--- src/rtl/dma_bus_arbiter.sv ---
// Bus arbiter between the 8088 CPU and the 8237A DMA controller: turns hrq into a guarded hlda.
// Optional DMA page registers (A19..A16) are built when DMA_PAGE_REG_EN is defined.
module dma_bus_arbiter #(
  parameter int GUARD_CYCLES   = 2,
  parameter int MIN_CPU_CYCLES = 4
) (
  input  logic       clk,
  input  logic       reset,
  input  logic       hrq,
  output logic       hlda,
  input  logic [2:0] cpu_s_n,
  input  logic       cpu_lock_n,
  output logic       cpu_hold,
  output logic       dma_aen,
  input  logic [3:0] dack,
  input  logic       page_cs,
  input  logic       io_wr,
  input  logic [1:0] io_addr,
  input  logic [3:0] io_data,
  output logic [3:0] page_addr
);

  localparam int GW = (GUARD_CYCLES > 1) ? $clog2(GUARD_CYCLES) : 1;
  localparam int CW = (MIN_CPU_CYCLES > 0) ? $clog2(MIN_CPU_CYCLES + 1) : 1;

  typedef enum logic [2:0] {
    S_IDLE  = 3'd0,
    S_SYNC  = 3'd1,
    S_HOLD  = 3'd2,
    S_GRANT = 3'd3,
    S_REL   = 3'd4
  } state_e;

  state_e          state_q, state_d;
  logic [GW-1:0]   guard_q, guard_d;
  logic [CW-1:0]   cool_q, cool_d;
  logic            hlda_q, hlda_d;
  logic            aen_q, aen_d;
  logic            hold_q, hold_d;
  logic            bus_idle;

  assign bus_idle = (cpu_s_n == 3'b111) && cpu_lock_n;

  always_comb begin
    state_d = state_q;
    guard_d = guard_q;
    cool_d  = cool_q;
    unique case (state_q)
      S_IDLE: begin
        if (cool_q != '0) begin
          cool_d = cool_q - CW'(1);
        end else if (hrq) begin
          state_d = S_SYNC;
        end
      end
      S_SYNC: begin
        if (!hrq) begin
          state_d = S_IDLE;
        end else if (bus_idle) begin
          state_d = S_HOLD;
          guard_d = GW'(GUARD_CYCLES - 1);
        end
      end
      S_HOLD: begin
        if (!hrq) begin
          state_d = S_REL;
        end else if (guard_q == '0) begin
          state_d = S_GRANT;
        end else begin
          guard_d = guard_q - GW'(1);
        end
      end
      S_GRANT: begin
        if (!hrq) state_d = S_REL;
      end
      S_REL: begin
        state_d = S_IDLE;
        cool_d  = CW'(MIN_CPU_CYCLES);
      end
      default: state_d = S_IDLE;
    endcase
  end

  // Outputs are decoded from the next state so they change on the same edge as the state.
  always_comb begin
    hlda_d = (state_d == S_GRANT);
    aen_d  = (state_d == S_HOLD) || (state_d == S_GRANT);
    hold_d = (state_d == S_HOLD) || (state_d == S_GRANT) || (state_d == S_REL);
  end

  always_ff @(posedge clk) begin
    if (reset) begin
      state_q <= S_IDLE;
      guard_q <= '0;
      cool_q  <= '0;
      hlda_q  <= 1'b0;
      aen_q   <= 1'b0;
      hold_q  <= 1'b0;
    end else begin
      state_q <= state_d;
      guard_q <= guard_d;
      cool_q  <= cool_d;
      hlda_q  <= hlda_d;
      aen_q   <= aen_d;
      hold_q  <= hold_d;
    end
  end

  assign hlda     = hlda_q;
  assign dma_aen  = aen_q;
  assign cpu_hold = hold_q;

`ifdef DMA_PAGE_REG_EN
  logic [3:0] page_q [4];
  logic [3:0] page_d [4];
  logic [3:0] page_addr_q, page_addr_d;

  // A write landing on the active channel is forwarded so page_addr tracks it on the same edge.
  always_comb begin
    for (int i = 0; i < 4; i++) page_d[i] = page_q[i];
    if (page_cs && io_wr) page_d[io_addr] = io_data;
    page_addr_d = 4'b0;
    if (state_d == S_GRANT) begin
      if      (dack[0]) page_addr_d = page_d[0];
      else if (dack[1]) page_addr_d = page_d[1];
      else if (dack[2]) page_addr_d = page_d[2];
      else if (dack[3]) page_addr_d = page_d[3];
    end
  end

  always_ff @(posedge clk) begin
    if (reset) begin
      for (int i = 0; i < 4; i++) page_q[i] <= 4'b0;
      page_addr_q <= 4'b0;
    end else begin
      for (int i = 0; i < 4; i++) page_q[i] <= page_d[i];
      page_addr_q <= page_addr_d;
    end
  end

  assign page_addr = page_addr_q;
`else
  logic unused_page_inputs;
  assign unused_page_inputs = ^{page_cs, io_wr, io_addr, io_data, dack};
  assign page_addr = 4'b0;
`endif

endmodule

--- config.mk ---
export PLATFORM = sky130hd
export DESIGN_NAME = dma_bus_arbiter
export DESIGN_NICKNAME = d
export VERILOG_FILES = /design/src/rtl/dma_bus_arbiter.sv
export SDC_FILE = /design/constraint.sdc
export NUM_CORES = 1
export LEC_CHECK = 0
export ABC_CLOCK_PERIOD_IN_PS = 2000
export BUFFER_PORTS_ARGS = -buffer_cell sky130_fd_sc_hd__buf_4
export CELL_PAD_IN_SITES_DETAIL_PLACEMENT = 1
export CELL_PAD_IN_SITES_GLOBAL_PLACEMENT = 1
export CORE_UTILIZATION = 32
export DETAILED_ROUTE_END_ITERATION = 7
export GPL_TIMING_DRIVEN = 0
export MAX_ROUTING_LAYER = met4
export PLACE_DENSITY = 0.88
export SETUP_SLACK_MARGIN = 0.05
export SYNTH_ARGS = -nofsm -noshare
export SYNTH_HDL_FRONTEND = slang
export SYNTH_SLANG_ARGS = --single-unit
export TNS_END_PERCENT = 30
--- constraint.sdc ---
create_clock -name clk -period 2 [get_ports clk]
set_input_delay 0.2 -clock clk [delete_from_list [all_inputs] [get_ports clk]]
set_output_delay 0.2 -clock clk [all_outputs]
set_load 0.01 [all_outputs]
==> summary.txt, run 1 <==
Min path
  • Min-Delay Path Class: in2reg

Routing
  • Via count: 430
  • DRC: 0
  • Wire per inst: about 12 µm
  • DRT Pass-1 Iters: 2
  • Final wirelength: 1050 µm
  • DRT antenna net count: 0
  • Vias per cell: approximately 4.9
  • Iter 0 DRT Violations: 5

Clock tree
  • Root buffer cell: clkbuf_4
  • CTS Buf Count: 3
  • Clk_lat worst skew: around 0.27 ns
  • Post CTS Setup Buffer Count: 0
  • Htree depth: 1
  • Post-CTS sizing: 0
  • Clk sinks: 10
  • CTS Hold Bufs: 0
  • TritonCTS clock tree: built
  • Max Buffers Root-to-Sink: 2
  • Clock transition at path regs: 0.08 ns

Power
  • Clock network power share: around 28%
  • Leak: between 0.2 and 0.3 nW
  • Internal power: 442 µW
  • Sw Share: about a third
  • Power per cell area: about 1000 nW/µm²
  • Net Switching: 222 µW
  • Worst IR Drop VDD: around 0.42 mV
  • Gate power share: around 34%
  • Seq pwr share: 38.1%

Synthesis
  • Largest family of logic cells by synthesized area: compound AO/OA/AOI/OAI gates
  • Post-Synth Adder-Cell Area: 4.90%
  • Sequential share of the synthesized area: between 30% and 40%
  • Avg Inst Size Synth: 8.96 µm²
  • Area leader, netlist: dfxtp_1
  • Register bit total from synthesis: 10
  • Compound-gate portion of the synthesized area: between 20% and 30%
  • Leading post-synthesis cells by cell area: dfxtp_1 39%, buf_4 5.9%, ha_1 4.9%
  • Number of synthesized flops with an enable pin: 0
  • Cell variety after synth: 28
  • XOR/XNOR Fraction of Synth Area: 0%
  • Dominant synthesized flop cell: dfxtp_1
  • Number of warnings issued by yosys: 0
  • Post-synth top area share: about two fifths
  • Simple-gate share of the synthesized area: about a fifth
  • Cell area after synthesis: between 500 and 600 µm²
  • Mux share of post-synthesis cell area: 0%
  • Post-Synthesis Cells: 57
  • Fraction of registers with async set/reset: 0%

Worst setup path
  • Crit end category: register
  • Critical Path AT: approximately 1.4 ns
  • Worst EP required: around 2.2 ns
  • Crit path max fanout: 3
  • Crit Path Class: reg2reg
  • Startpoint type of the worst setup path: register

Status
  • Status: finished clean

Die
  • Core box area: between 1500 and 2000 µm²
  • IO Pins: 26
  • Die height: ~42 µm
  • Starting Density: 33.9%
  • Full die area: 1760 µm²
  • Die width: about 42 µm
  • Site Rows: 14

Timing
  • F_max: between 800 and 900 MHz
  • Fin crit share: roughly three fifths
  • Hold Fails Final Rpt: 0
  • Final slew viol count: 0
  • RSZ-0062 raised after global routing: false
  • Tmin final: 1.20 ns
  • Final setup violation count: 0
  • Setup_tns: 0 ns
  • Clock Skew: 0.00898 ns

Placement
  • Buffers on Ports: 8
  • Placer Congestion: between 0.7 and 0.8
  • DP Area: 602 µm²

GRT
  • Vias in the first global route: between 400 and 500
  • First-pass GRT wire length: ~1700 µm
  • GRT overflow: 0
  • Pin count of the biggest net entering global routing: 10
  • Total Routing Usage GR: between 10% and 20%
  • Initial antenna violation count: 0

Final layout
  • Post-layout util: 42.4%
  • N_diodes: 0
  • Share of layout cells above drive strength 1: between 30 and 40%
  • Filler cells: between 150 and 200
  • Area Growth Syn to Fin: 25.0%
  • NumNets Final: 94
  • Design Area, Final: about 640 µm²

Job
  • MaxCap Viol Count: 0
## cell families after synthesis
group                    count (synthesis)
buffers and inverters                   12
flip-flops                              10
adder cells (fa/ha/maj)                  2
other                                    1
AND/OR/NAND/NOR                         17
AO/OA/AOI/OAI                           15
## power groups by stage
| stage | clock (mW) | combinational (mW) | sequential, mW |
|---|---|---|---|
| floorplan | 0 | 0.176 | 0.252 |
| global placement | 0 | 0.211 | 0.256 |
| detailed placement | 0 | 0.225 | 0.258 |
| CTS | 0.191 | 0.228 | 0.253 |
| global route | 0.203 | 0.252 | 0.260 |
| finish | 0.185 | 0.225 | 0.253 |
## area by class of cell
class | count | area (µm²) | share of cell area, %
buffer | 6 | 45.0 | 7.06
clock buffer | 4 | 36.3 | 5.69
inverter | 6 | 22.5 | 3.53
multi-input combinational | 38 | 254 | 39.8
sequential | 10 | 200 | 31.4
tap | 16 | 20.0 | 3.14
timing repair buffer | 8 | 60.1 | 9.41
## sequential cells by signal (all words and copies together) (netlist names)
name	count
guard_q	1
cpu_hold	1
hlda	1
cool_q	3
dma_aen	1
state_q	3
## per-stage QoR
step	power [mW]	instances	hold slack (ns)	setup WS, ns
final	0.664	88	0.140	0.801
after detailed placement	0.483	84	0.410	0.817
after CTS	0.672	88	0.134	0.799
after floorplan	0.428	60	0.279	0.977
after global placement	0.467	84	0.408	0.882
after global routing	0.714	88	0.133	0.663
## worst paths after layout
kind / endpoint / slack, ns / from / depth (start not counted)
min reg2reg: cool_q[1]$_SDFFE_PP0P_ / 0.50 / cool_q[1]$_SDFFE_PP0P_ / 2
min: state_q[2]$_SDFF_PP0_ / 0.14 / hrq / 2
max: cool_q[1]$_SDFFE_PP0P_ / 0.80 / cool_q[0]$_SDFFE_PP0P_ / 5
max reg2reg: cool_q[1]$_SDFFE_PP0P_ / 0.80 / cool_q[0]$_SDFFE_PP0P_ / 5
## synth_stat cells (2+ instances only)
cell type   n
o21ai_0     2
nor3_1      2
buf_4       4
o21ai_1     3
nor2_1      4
a21oi_1     3
dfxtp_1    10
nor3b_1     2
a21boi_1    2
ha_1        2
nand3_1     2
inv_1       5
## critical path, cell delays in order, from the launching register on
cell     delay [ns]
dfxtp_1        0.32
inv_1          0.08
ha_1           0.19
nor3b_1        0.31
o21ai_1        0.10
a21oi_1        0.13
## layer usage
metal / vias up / GRT usage, % / wire, µm
met1: 198 / 16.4 / 482
met2: 11 / 21.3 / 513
li1: 219 / - / -
met5: - / - / 0
met3: 2 / 5.22 / 49
met4: 0 / 7.74 / 4
## cell usage in the layout, fill, tap and decap left out, types with 2 or more instances in the layout
cell type   n
a21oi_1     3
o21ai_0     2
nor2_1      4
clkbuf_4    3
nor3_1      2
o21ai_1     3
conb_1      4
dfxtp_1    10
a21boi_1    2
inv_1       5
buf_4      12
nor3b_1     2
ha_1        2
nand3_1     2
Note: power is estimated with default switching activity, not from simulation.
==> inputs of run 2 (changes only) <==
--- a/config.mk
+++ b/config.mk
@@ -5,15 +5,16 @@
 export SDC_FILE = /design/constraint.sdc
 export NUM_CORES = 1
 export LEC_CHECK = 0
-export ABC_CLOCK_PERIOD_IN_PS = 2000
+export ABC_AREA = 1
+export ABC_CLOCK_PERIOD_IN_PS = 1050
 export BUFFER_PORTS_ARGS = -buffer_cell sky130_fd_sc_hd__buf_4
 export CELL_PAD_IN_SITES_DETAIL_PLACEMENT = 1
 export CELL_PAD_IN_SITES_GLOBAL_PLACEMENT = 1
-export CORE_UTILIZATION = 32
+export CORE_UTILIZATION = 26
 export DETAILED_ROUTE_END_ITERATION = 7
 export GPL_TIMING_DRIVEN = 0
 export MAX_ROUTING_LAYER = met4
-export PLACE_DENSITY = 0.88
+export PLACE_DENSITY = 0.8
 export SETUP_SLACK_MARGIN = 0.05
 export SYNTH_ARGS = -nofsm -noshare
 export SYNTH_HDL_FRONTEND = slang
==> constraint.sdc (replaced) <==
create_clock -name clk -period 1.05 [get_ports clk]
set_input_delay 0.105 -clock clk [delete_from_list [all_inputs] [get_ports clk]]
set_output_delay 0.105 -clock clk [all_outputs]
set_load 0.01 [all_outputs]
==> summary.txt, run 2 <==
Worst setup path
  • Slack of the worst reg-to-reg path: 0.009 ns
  • Crit Path Class: reg2reg
  • Reg-to-reg endpoint: cool_q[1]$_SDFFE_PP0P_
  • Critical Path AT: ~1.3 ns
  • CP max stage delay: roughly 0.35 ns
  • Critical-path cell list: inv_4 > ha_4 > inv_2 > nor2_4 > nor2_2 > nand2_1 > a21oi_2
  • Worst EP required: 1.26 ns
  • Startpoint type of the worst setup path: register
  • Crit end category: register
  • R2R depth: 7
  • Crit-path slowest cell: dfxtp_2
  • Reg2reg start: cool_q[0]$_SDFFE_PP0P_
  • Crit path max fanout: 3

Placement
  • Buffers on Ports: 9
  • Pre-CTS WS: -0.101 ns
  • Cells after DPL: 116
  • HPWL Detailed: between 900 and 1000 µm
  • Placer Congestion: 0.768
  • DP Area: 651 µm²

Routing
  • DRT Pass-1 Iters: 4
  • Iter 0 DRT Violations: 4
  • Vias per cell: 4.25
  • Final wirelength: 1290 µm
  • Via count: roughly 520
  • Wire per inst: 10.5 µm
  • DRC: 0
  • DRT antenna net count: 0

Job
  • MaxCap Viol Count: 0

Timing
  • F_max: between 900 and 1000 MHz
  • Final slew viol count: 0
  • Hold Fails Final Rpt: 0
  • Clock Skew: between 0.003 and 0.004 ns
  • Tmin final: between 1 and 1.5 ns
  • Fin crit share: between 90% and 100%
  • RSZ-0062 raised after global routing: true
  • Setup_tns: 0 ns
  • Final setup violation count: 0
  • Worst setup margin: roughly 0.0086 ns

Final layout
  • NumNets Final: around 120
  • Share of layout cells above drive strength 1: ~54%
  • Largest regs: cool_q: 3 flops, state_q: 3 flops
  • Area Growth Syn to Fin: 47.4%
  • Finished Layout Cells: 122
  • N_diodes: 0
  • Design Area, Final: 790 µm²
  • Commonest non-fill, non-tap cells in the layout: 15 x buf_4, 13 x nand2_1, 7 x inv_2
  • Commonest non-fill, non-tap cell in the layout: buf_4
  • Post-layout util: between 40% and 50%

Synthesis
  • Area leader, netlist: dfxtp_1
  • Fraction of registers with async set/reset: 0%
  • Top-count cell post-synth: nand2_1
  • Avg Inst Size Synth: 6.95 µm²
  • Post-Synthesis Cells: a little under 80
  • Post-synth top cells: 16 x nand2_1, 10 x dfxtp_1, 9 x inv_1
  • Cell variety after synth: 18
  • Cell area after synthesis: roughly 540 µm²
  • Register bit total from synthesis: 10
  • Post-synth top area share: a little under two fifths
  • Dominant synthesized flop cell: dfxtp_1
  • Sequential share of the synthesized area: around 37%
  • Leading post-synthesis cells by cell area: dfxtp_1 37%, nand2_1 11%, inv_1 6.3%
  • Number of warnings issued by yosys: 0
  • Number of synthesized flops with an enable pin: 0

GRT
  • GRT overflow: 0
  • First-pass GRT wire length: 2170 µm
  • Pin count of the biggest net entering global routing: 7
  • Initial antenna violation count: 0
  • Total Routing Usage GR: 14.7%
  • Vias in the first global route: around 500

Die
  • Die height: between 40 and 50 µm
  • Site Rows: 16
  • Starting Density: 27.6%
  • Die width: between 40 and 50 µm
  • Full die area: 2250 µm²
  • Core box area: between 1500 and 2000 µm²
  • IO Pins: 26

Power
  • Leak: about 0.38 nW
  • Power per cell area: approximately 2200 nW/µm²
  • Worst IR Drop VDD: 0.658 mV

Clock tree
  • TritonCTS clock tree: built
  • Clk sinks: 10
  • Root buffer cell: clkbuf_4
  • CTS Buf Count: 3
  • Clk_lat worst skew: ~0.27 ns
  • Htree depth: 1
  • Clock transition at path regs: 0.07 ns
  • CTS Hold Bufs: 0
  • Max Buffers Root-to-Sink: 2

Min path
  • Hold path startpoint: reset
  • Min-Delay Path Class: in2reg
  • WHS Endpoint: cool_q[1]$_SDFFE_PP0P_
  • Hold path depth: 2

Status
  • Status: finished clean
-- run 2: timing repair --
item | 4_1_cts | 5_1_grt
gates resized for setup | 14 | 14
setup buffers | 1 | 1
setup endpoints to repair | 5 | 6
pin swaps | 7 | 11
-- run 2: report_power, final --
part / leakage [nW] / internal (mW) / switching [mW] / total, mW
logic: 0.273 / 0.401 / 0.488 / 0.889
clock network: 0.0210 / 0.211 / 0.144 / 0.355
registers: 0.0840 / 0.447 / 0.0699 / 0.517
-- run 2: per-layer routing --
layer	share of wire (%)	GRT usage, %	routed length [µm]	up-vias
met5	0	-	0	-
met4	0	3.43	0	0
met3	4.4	5.77	57	0
met2	58	25.8	739	11
met1	38	15.2	488	240
li1	-	-	-	268
-- run 2: final cells by class --
cell class              instances  area [µm²]
multi-input cells              51         334
inverters                      15        61.3
fillers                       253        1150
clock buffers                   4        36.3
well taps                      27        33.8
flip-flops and latches         10         211
repair buffers                 11        82.6
plain buffers                   4        30.0
-- run 2: worst max path at each step --
stage                                start                     end  slack, ns  cells after the start
CTS                 cool_q[0]$_SDFFE_PP0P_   state_q[0]$_SDFF_PP0_      -0.01                      8
global placement    cool_q[0]$_SDFFE_PP0P_   state_q[0]$_SDFF_PP0_      -0.05                      8
finish              cool_q[0]$_SDFFE_PP0P_  cool_q[1]$_SDFFE_PP0P_      0.009                      7
detailed placement  cool_q[0]$_SDFFE_PP0P_  cool_q[2]$_SDFFE_PP0P_      -0.10                      6
global route        cool_q[1]$_SDFFE_PP0P_   state_q[0]$_SDFF_PP0_      -0.07                      8
floorplan           cool_q[0]$_SDFFE_PP0P_   state_q[0]$_SDFF_PP0_       0.04                      8
-- run 2: cell families (layout without fill, tap and decap cells) --
| logic type | Yosys count | count (layout) | share of synthesized area [%] |
|---|---|---|---|
| adder cells (fa/ha/maj) | 2 | 2 | 4.67 |
| AO/OA/AOI/OAI | 10 | 10 | 11.4 |
| AND/OR/NAND/NOR | 35 | 35 | 29.7 |
| buffers and inverters | 19 | 34 | 16.1 |
| other | 1 | 4 | 0.700 |
| flip-flops | 10 | 10 | 37.4 |
-- run 2: worst max-delay path: cells and delay by family (launching register included) --
family                   cells  cell delay, ns
AND/OR/NAND/NOR              3            0.23
flip-flops                   1            0.35
buffers and inverters        2            0.11
adder cells (fa/ha/maj)      1            0.17
AO/OA/AOI/OAI                1            0.12
-- run 2: per-stage QoR --
stage | power (mW) | hold slack, ns
after floorplan | 0.955 | 0.167
after global placement | 1.06 | 0.319
after detailed placement | 1.09 | 0.320
after CTS | 1.63 | 0.0144
after global routing | 1.93 | 0.0209
final | 1.76 | 0.0328
==> inputs of run 3 (changes only) <==
--- a/config.mk
+++ b/config.mk
@@ -6,15 +6,14 @@
 export NUM_CORES = 1
 export LEC_CHECK = 0
 export ABC_AREA = 1
-export ABC_CLOCK_PERIOD_IN_PS = 1050
 export BUFFER_PORTS_ARGS = -buffer_cell sky130_fd_sc_hd__buf_4
 export CELL_PAD_IN_SITES_DETAIL_PLACEMENT = 1
 export CELL_PAD_IN_SITES_GLOBAL_PLACEMENT = 1
-export CORE_UTILIZATION = 26
+export CORE_UTILIZATION = 31
 export DETAILED_ROUTE_END_ITERATION = 7
 export GPL_TIMING_DRIVEN = 0
 export MAX_ROUTING_LAYER = met4
-export PLACE_DENSITY = 0.8
+export PLACE_DENSITY = 0.89
 export SETUP_SLACK_MARGIN = 0.05
 export SYNTH_ARGS = -nofsm -noshare
 export SYNTH_HDL_FRONTEND = slang
==> constraint.sdc (replaced) <==
create_clock -name clk -period 1.3 [get_ports clk]
set_input_delay 0.13 -clock clk [delete_from_list [all_inputs] [get_ports clk]]
set_output_delay 0.13 -clock clk [all_outputs]
set_load 0.01 [all_outputs]
==> summary.txt, run 3 (synthesis gave the netlist of run 2 again) <==
Power
  • Net Switching: roughly 430 µW
  • Internal power: between 700 and 800 µW
  • Leak: around 0.35 nW
  • Worst IR Drop VDD: ~0.66 mV
  • Sw Share: a little under two fifths
  • Seq pwr share: roughly a third
  • Clock network power share: 24.3%
  • Gate power share: 41.2%
  • Pwr Total: 1.15 mW
  • Power per cell area: roughly 1700 nW/µm²

Clock tree
  • Root buffer cell: clkbuf_4
  • Max Buffers Root-to-Sink: 2
  • TritonCTS clock tree: built
  • CTS Hold Bufs: 0
  • Post CTS Setup Buffer Count: 0
  • Htree depth: 1
  • Clk sinks: 10
  • Clk_lat worst skew: 0.27 ns
  • Clock transition at path regs: roughly 0.060 ns
  • CTS Buf Count: 3

Min path
  • Hold path startpoint: reset
  • Min-Delay Path Class: in2reg
  • Hold path depth: 2
  • WHS Endpoint: cool_q[1]$_SDFFE_PP0P_

Status
  • Failing checks: DRC
  • Status: finished with violations

Worst setup path
  • Critical path's top delay family: flip-flops
  • Crit Path Class: reg2reg
  • Reg2reg start: cool_q[0]$_SDFFE_PP0P_
  • CP max stage delay: roughly 0.33 ns
  • Crit path max fanout: 3
  • Critical Path AT: approximately 1.3 ns
  • Slack of the worst reg-to-reg path: around 0.18 ns
  • Reg-to-reg endpoint: cool_q[1]$_SDFFE_PP0P_
  • R2R depth: 7
  • Buffers & Inverters on Critical Path: 2
  • Crit-path slowest cell: dfxtp_1
  • Critical-path cell list: inv_1 > ha_1 > inv_1 > nor2_2 > nor2_2 > nand2_1 > a21oi_2
  • Worst EP required: about 1.5 ns
  • Crit end category: register
  • Startpoint type of the worst setup path: register

Final layout
  • Area Growth Syn to Fin: 25.7%
  • NumNets Final: roughly 120
  • Post-layout util: between 40 and 50%
  • N_diodes: 0
  • Design Area, Final: a little under 700 µm²
  • Largest regs: cool_q: 3 flops, state_q: 3 flops
  • Commonest non-fill, non-tap cells in the layout: 16 x nand2_1, 13 x buf_4, 10 x dfxtp_1
  • Share of layout cells above drive strength 1: between 30% and 40%
  • Commonest non-fill, non-tap cell in the layout: nand2_1

Timing
  • Final setup violation count: 0
  • Tmin final: between 1 and 1.5 ns
  • Hold Fails Final Rpt: 0
  • Clock Skew: approximately 0.0029 ns
  • Setup_tns: 0 ns
  • F_max: 893 MHz
  • Worst setup margin: approximately 0.18 ns
  • Fin crit share: 86.2%
  • Final slew viol count: 0
  • RSZ-0062 raised after global routing: true

Placement
  • Pre-CTS WS: about 0.13 ns
  • Placer Congestion: between 0.8 and 0.9
  • Buffers on Ports: 9
  • DP Area: between 600 and 700 µm²
  • HPWL Detailed: 930 µm

GRT
  • First-pass GRT wire length: between 1500 and 2000 µm
  • Pin count of the biggest net entering global routing: 7
  • Vias in the first global route: roughly 470
  • GRT overflow: 0
  • Total Routing Usage GR: 14.7%
  • Initial antenna violation count: 0

Routing
  • Wire per inst: 10.3 µm
  • Iter 0 DRT Violations: 6
  • DRT Pass-1 Iters: 6
  • Final wirelength: ~1100 µm
  • DRC: 4
  • DRT antenna net count: 0
  • Via count: 513
  • Vias per cell: about 4.7

Die
  • Die height: ~44 µm
  • IO Pins: 26
  • Core box area: roughly 1600 µm²
  • Site Rows: 14
  • Starting Density: roughly 34%
  • Full die area: about 1900 µm²
  • Die width: 43.6 µm

Job
  • MaxCap Viol Count: 0
==> run 3: cell count changes in the layout (fill, tap and decap cells not counted), sizes merged <==
cell  previous run  this run
buf             15        13
==> run 3: routing by layer <==
layer,GRT usage [%],routed length [µm],up-vias
li1,-,-,264
met1,15.5,471,234
met2,22.4,564,13
met3,6.25,67,2
met4,9.38,16,0
met5,-,0,-
==> run 3: metrics by stage <==
step	hold slack (ns)	cells
5_1_grt	0.0486	109
6_report	0.0610	109
3_3_place_gp	0.340	105
2_1_floorplan	0.192	80
4_1_cts	0.0452	109
3_5_place_dp	0.344	105
==> run 3: worst max-delay path by stage <==
stage | from | slack [ns] | to | cells past startpoint
after detailed placement | cool_q[0]$_SDFFE_PP0P_ | 0.13 | state_q[0]$_SDFF_PP0_ | 8
after CTS | cool_q[0]$_SDFFE_PP0P_ | 0.11 | state_q[0]$_SDFF_PP0_ | 8
after global routing | cool_q[0]$_SDFFE_PP0P_ | 0.03 | cool_q[2]$_SDFFE_PP0P_ | 6
after floorplan | cool_q[0]$_SDFFE_PP0P_ | 0.25 | state_q[0]$_SDFF_PP0_ | 8
final | cool_q[0]$_SDFFE_PP0P_ | 0.18 | cool_q[1]$_SDFFE_PP0P_ | 7
after global placement | cool_q[0]$_SDFFE_PP0P_ | 0.16 | state_q[0]$_SDFF_PP0_ | 8
==> run 3: layout make-up <==
| class | count | area (µm²) |
|---|---|---|
| buffer | 4 | 30.0 |
| tap | 16 | 20.0 |
| sequential | 10 | 200 |
| clock buffer | 4 | 36.3 |
| inverter | 15 | 56.3 |
| fill | 206 | 886 |
| multi-input combinational | 51 | 263 |
| timing repair buffer | 9 | 67.6 |
==> run 3: repair_timing <==
action | in CTS | in global routing
hold endpoints to repair | 0 | 0
endpoints found under the setup margin | 0 | 3
resized for setup | 0 | 1
==> run 3: power by group through the flow <==
stage                     Clock [mW]  Sequential (mW)  Combinational [mW]
final                          0.279            0.398               0.474
after CTS                      0.294            0.396               0.473
after detailed placement           0            0.403               0.470
after floorplan                    0            0.393               0.372
after global routing           0.316            0.401               0.565
after global placement             0            0.399               0.444
